<file path="config.mk">
export PLATFORM = sky130hd
export DESIGN_NAME = fifo_op_pipeline
export DESIGN_NICKNAME = d
export VERILOG_FILES = /design/src/rtl/fifo_op_pipeline.sv
export SDC_FILE = /design/constraint.sdc
export NUM_CORES = 1
export LEC_CHECK = 0
export ABC_AREA = 1
export CAP_MARGIN = 10
export CORE_AREA = 2 2 62 64
export DETAILED_ROUTE_END_ITERATION = 8
export DIE_AREA = 0 0 64 66
export PLACE_DENSITY = 0.77
export RECOVER_POWER = 50
export SLEW_MARGIN = 25
export SYNTH_ARGS = -nofsm -noshare
export SYNTH_HDL_FRONTEND = slang
export SYNTH_SLANG_ARGS = --single-unit
</file>
<file path="constraint.sdc">
create_clock -name clk -period 3.4 [get_ports clk]
set_clock_uncertainty 0.2 [all_clocks]
set_input_delay 0.68 -clock clk [delete_from_list [all_inputs] [get_ports clk]]
set_output_delay 0.68 -clock clk [all_outputs]
set_load 0.01 [all_outputs]
</file>
<file path="src/rtl/fifo_op_pipeline.sv">
// Operand-pair pipeline: input FIFO -> one registered bitwise-op stage -> FWFT output FIFO.
// Each item carries its own op select, so mixed operations may be in flight at once.
module fifo_op_pipeline #(
    parameter int WIDTH     = 1,
    parameter int IN_DEPTH  = 4,
    parameter int OUT_DEPTH = 4
) (
    input  logic                         clk,
    input  logic                         rst,
    input  logic                         flush,
    input  logic                         in_valid,
    output logic                         in_ready,
    input  logic [WIDTH-1:0]             in_a,
    input  logic [WIDTH-1:0]             in_b,
    input  logic [1:0]                   in_op,
    output logic                         out_valid,
    input  logic                         out_ready,
    output logic [WIDTH-1:0]             out_data,
    output logic [$clog2(IN_DEPTH):0]    in_level,
    output logic [$clog2(OUT_DEPTH):0]   out_level
);

    localparam int IAW = $clog2(IN_DEPTH);
    localparam int OAW = $clog2(OUT_DEPTH);
    localparam int IW  = 2 + 2 * WIDTH;
    localparam logic [IAW:0] IN_FULL  = (IAW + 1)'(IN_DEPTH);
    localparam logic [OAW:0] OUT_FULL = (OAW + 1)'(OUT_DEPTH);

    logic [IW-1:0]    in_mem [IN_DEPTH];
    logic [IAW-1:0]   in_wr_ptr, in_rd_ptr;
    logic [WIDTH-1:0] out_mem [OUT_DEPTH];
    logic [OAW-1:0]   out_wr_ptr, out_rd_ptr;

    logic             stage_valid;
    logic [WIDTH-1:0] stage_data;
    logic [WIDTH-1:0] result;
    logic [IW-1:0]    in_head;
    logic             in_push, in_pop, stage_wr, out_pop;

    // Handshake: a transfer happens on a rising edge where valid & ready are both high;
    // a flush on that edge discards it. ready never depends on valid of the same port.
    assign in_ready  = rst & (in_level != IN_FULL);
    assign out_valid = (out_level != '0);
    assign out_data  = out_mem[out_rd_ptr];

    assign stage_wr = stage_valid & (out_level != OUT_FULL) & ~flush;
    assign in_push  = in_valid & in_ready & ~flush;
    assign in_pop   = (in_level != '0) & (~stage_valid | stage_wr) & ~flush;
    assign out_pop  = out_valid & out_ready & ~flush;

    assign in_head = in_mem[in_rd_ptr];

    always_comb begin
        result = '0;
        case (in_head[IW-1:IW-2])
            2'b00:   result = in_head[2*WIDTH-1:WIDTH] ^ in_head[WIDTH-1:0];
            2'b01:   result = in_head[2*WIDTH-1:WIDTH] & in_head[WIDTH-1:0];
            2'b10:   result = in_head[2*WIDTH-1:WIDTH] | in_head[WIDTH-1:0];
            default: result = ~(in_head[2*WIDTH-1:WIDTH] ^ in_head[WIDTH-1:0]);
        endcase
    end

    // Storage arrays carry no reset; occupancy alone decides what is valid.
    always_ff @(posedge clk) begin
        if (in_push) in_mem[in_wr_ptr] <= {in_op, in_a, in_b};
        if (stage_wr) out_mem[out_wr_ptr] <= stage_data;
    end

    always_ff @(posedge clk or negedge rst) begin
        if (!rst) begin
            in_wr_ptr <= '0;
            in_rd_ptr <= '0;
            in_level  <= '0;
        end else if (flush) begin
            in_wr_ptr <= '0;
            in_rd_ptr <= '0;
            in_level  <= '0;
        end else begin
            if (in_push) in_wr_ptr <= in_wr_ptr + 1'b1;
            if (in_pop)  in_rd_ptr <= in_rd_ptr + 1'b1;
            in_level <= in_level + (IAW + 1)'(in_push) - (IAW + 1)'(in_pop);
        end
    end

    always_ff @(posedge clk or negedge rst) begin
        if (!rst) begin
            stage_valid <= 1'b0;
            stage_data  <= '0;
        end else if (flush) begin
            stage_valid <= 1'b0;
        end else if (in_pop) begin
            stage_valid <= 1'b1;
            stage_data  <= result;
        end else if (stage_wr) begin
            stage_valid <= 1'b0;
        end
    end

    always_ff @(posedge clk or negedge rst) begin
        if (!rst) begin
            out_wr_ptr <= '0;
            out_rd_ptr <= '0;
            out_level  <= '0;
        end else if (flush) begin
            out_wr_ptr <= '0;
            out_rd_ptr <= '0;
            out_level  <= '0;
        end else begin
            if (stage_wr) out_wr_ptr <= out_wr_ptr + 1'b1;
            if (out_pop)  out_rd_ptr <= out_rd_ptr + 1'b1;
            out_level <= out_level + (OAW + 1)'(stage_wr) - (OAW + 1)'(out_pop);
        end
    end

endmodule

</file>
==> results of run 1 <==
[final timing paths]
kind / to / slack, ns / start
worst min-delay path: out_mem[1] / 0.37 / stage_data
min in group asynchronous: in_level[0] / 0.81 / rst
worst max register to register: in_level[2] / 0.78 / in_level[1]
worst max-delay path: in_level[2] / 0.45 / flush
max in group asynchronous: in_wr_ptr[1] / 1.63 / rst
worst min register to register: out_mem[1] / 0.37 / stage_data
[flip-flops by register name (all words and copies together) (netlist names)]
signal,flops
in_level,3
in_mem,16
in_rd_ptr,2
in_wr_ptr,2
out_level,3
out_mem,4
out_rd_ptr,2
out_wr_ptr,2
stage_data,1
stage_valid,1
[metal layers]
metal	part of all wire [%]	global-route usage [%]	up-vias
li1	-	-	693
met1	48	23.5	616
met2	46	28.4	19
met3	3.6	4.09	6
met4	1.7	6.52	0
met5	0	0	-
[power breakdown]
part	internal (uW)	switching, uW
logic	284	378
clock network	154	132
registers	541	100
[critical path, cell delays in order]
cell and delay, ns:
dlygate4sd3_1 0.62, inv_6 0.07, nand3_4 0.12, nand2_4 0.07, nand2_4 0.08, inv_2 0.03
nand2_1 0.08, inv_2 0.04, ha_1 0.27, inv_1 0.06, ha_1 0.14, inv_1 0.05
fa_1 0.38, and3_1 0.18, nor3_1 0.12
[kinds of logic (layout without fill, tap and decap cells)]
logic type      after synthesis  after routing  synth area share, %
xor+xnor                      2              2                0.900
simple gates                 86             86                 20.0
buf+inv                      45             68                 10.3
flops                        36             36                 51.4
fa+ha+maj                    16             16                 11.1
compound gates               22             22                 6.30
[per-stage QoR]
| step | setup WS (ns) | utilization (%) |
|---|---|---|
| finish | 0.445 | 62.6 |
| global route | 0.288 | 62.6 |
| CTS | 0.527 | 62.7 |
| detailed placement | 0.155 | 60.5 |
| global placement | 0.268 | 60.5 |
| floorplan | 0.711 | - |
[synthesized netlist by cell type (2+ instances only)]
| cell type | n | area share [%] |
|---|---|---|
| a21oi_1 | 8 | 2.1 |
| a32oi_1 | 2 | 0.90 |
| buf_6 | 3 | 1.7 |
| dfrtp_1 | 16 | 21 |
| edfxtp_1 | 20 | 31 |
| fa_1 | 2 | 2.1 |
| ha_1 | 14 | 9.0 |
| inv_1 | 35 | 6.8 |
| inv_2 | 5 | 0.96 |
| nand2_1 | 49 | 9.5 |
| nand2_2 | 4 | 1.3 |
| nand2_4 | 2 | 1.2 |
| nand3_1 | 7 | 1.8 |
| nand3_2 | 2 | 1.0 |
| nor2_1 | 18 | 3.5 |
| o21ai_0 | 9 | 2.3 |
[cell type report]
type                            count  area [sq um]  area share [%]
Sequential cell                    36          1000            45.0
Multi-Input combinational cell    126           744            33.5
Inverter                           41           159            7.15
Tap cell                           48          60.1            2.70
Clock buffer                        6          41.3            1.86
Timing Repair Buffer               19           181            8.16
Clock inverter                      2          35.0            1.58
==> flow_summary_export.csv, run 1 <==
group,metric,value,unit
clock_tree,cts_sinks,36,
clock_tree,cts_max_level,2,
placed_design,io_buffers,17,
setup_path,critical_path_required,3.45,ns
synthesis,yosysUniqueCellTypes,27,
floorplan,rows,22,
grt,first_global_vias,1278,
drt,drc,0,
synthesis,ys_seq_area_share,51.4,%
timing,final-max-slew-violation-count,0,
drt,firstDrtPassIters,6,
timing,tns,0,ns
power_and_ir_drop,p_per_area,715,nW/um^2
drt,via_per_inst,4.80,
drt,wl_per_cell,11.4,um
timing,setup_violations,0,
synthesis,postSynthAreaPerCell,9.40,sq um
setup_path,crit_type,"in2reg",
synthesis,synth-seq-cells,36,
timing,finalHoldViolCount,0,
power_and_ir_drop,power.total,1590,uW
final_layout,final-instance-count-excl-fill,278,
floorplan,die_area,4220,sq um
floorplan,dieWidth,64,um
drt,num_vias,1334,
setup_path,cp-start-kind,"input port",
final_layout,area_delta_synth_final,14.2,%
setup_path,r2r_cells,15,
timing,rsz0062_at_grt,"no",
synthesis,syn-num-nets,232,
clock_tree,clockBufferDepth,2,
clock_tree,ctsHoldBuffers,0,
clock_tree,cts_buffers,5,
power_and_ir_drop,p_leak,0.00103,uW
final_layout,final_common_cell,"nand2_1",
clock_tree,cts_setup_buffers,0,
final_layout,diodes,0,
timing,worst_pin_slew,0.908,ns
clock_tree,cts_resized,0,
timing,period_share,86.9,%
status,status,"finished, final reports clean",
grt,grt_overflow,0,
synthesis,yosys_warnings,0,
grt,grt_pass1_wl,5660,um
power_and_ir_drop,ir_drop,0.441,mV
synthesis,async_reset_ff_share,44.4,%
synthesis,syn_inst,207,
timing,relSlewSlack,39.4,%
clock_tree,insertion_delay,0.33,ns
setup_path,worst_setup_path_end_kind,"register",
drt,routed_wl,3180,um
floorplan,die_h,66,um
final_layout,nNetsFinal,254,
timing,holdWs,0.367,ns
drt,drt-initial-drc-count,42,
hold_path,min_path_cells,0,
synthesis,synth_edf_count,20,
final_layout,fin_area,2220,sq um
grt,grtUsageTotal,17.7,%
floorplan,initial_core_util,54.8,%
final_layout,fillers,294,
final_layout,drive_above_1_share,10.4,%
final_layout,mostFrequentLayoutCells,"nand2_1 (49), inv_1 (35), edfxtp_1 (20)",
timing,period_needed,2.95,ns
clock_tree,cts_tree,"yes",
synthesis,syn-cell-area,1950,sq um
placed_design,dpl_cell_area,2150,sq um
grt,antenna_found_initial,0,
grt,grt_max_degree,17,
timing,fmax,0.338,GHz
hold_path,hold_path.class,"reg2reg",
run,maxCapViolations,0,
placed_design,dp_hpwl,2410,um
clock_tree,cts_root_buf,"clkbuf_4",
drt,antenna_left,0,
floorplan,coreArea,3550,sq um
placed_design,dp_cells,270,
setup_path,crit_fanout,9,
synthesis,ys.flop_type,"edfxtp_1",
floorplan,ioPinCount,18,
placed_design,place.gp.congestion,0.774,
clock_tree,clkTransAtPathRegs,0.11,ns
setup_path,critical_path_arrival,3.01,ns
No activity file was read; power rests on OpenSTA's default activity.
==> inputs of run 2 (changes only) <==
- SETUP_SLACK_MARGIN: not set -> 0.3
==> results of run 2 <==
Same layout as run 1: the final DEF is identical, and so are final timing and power.
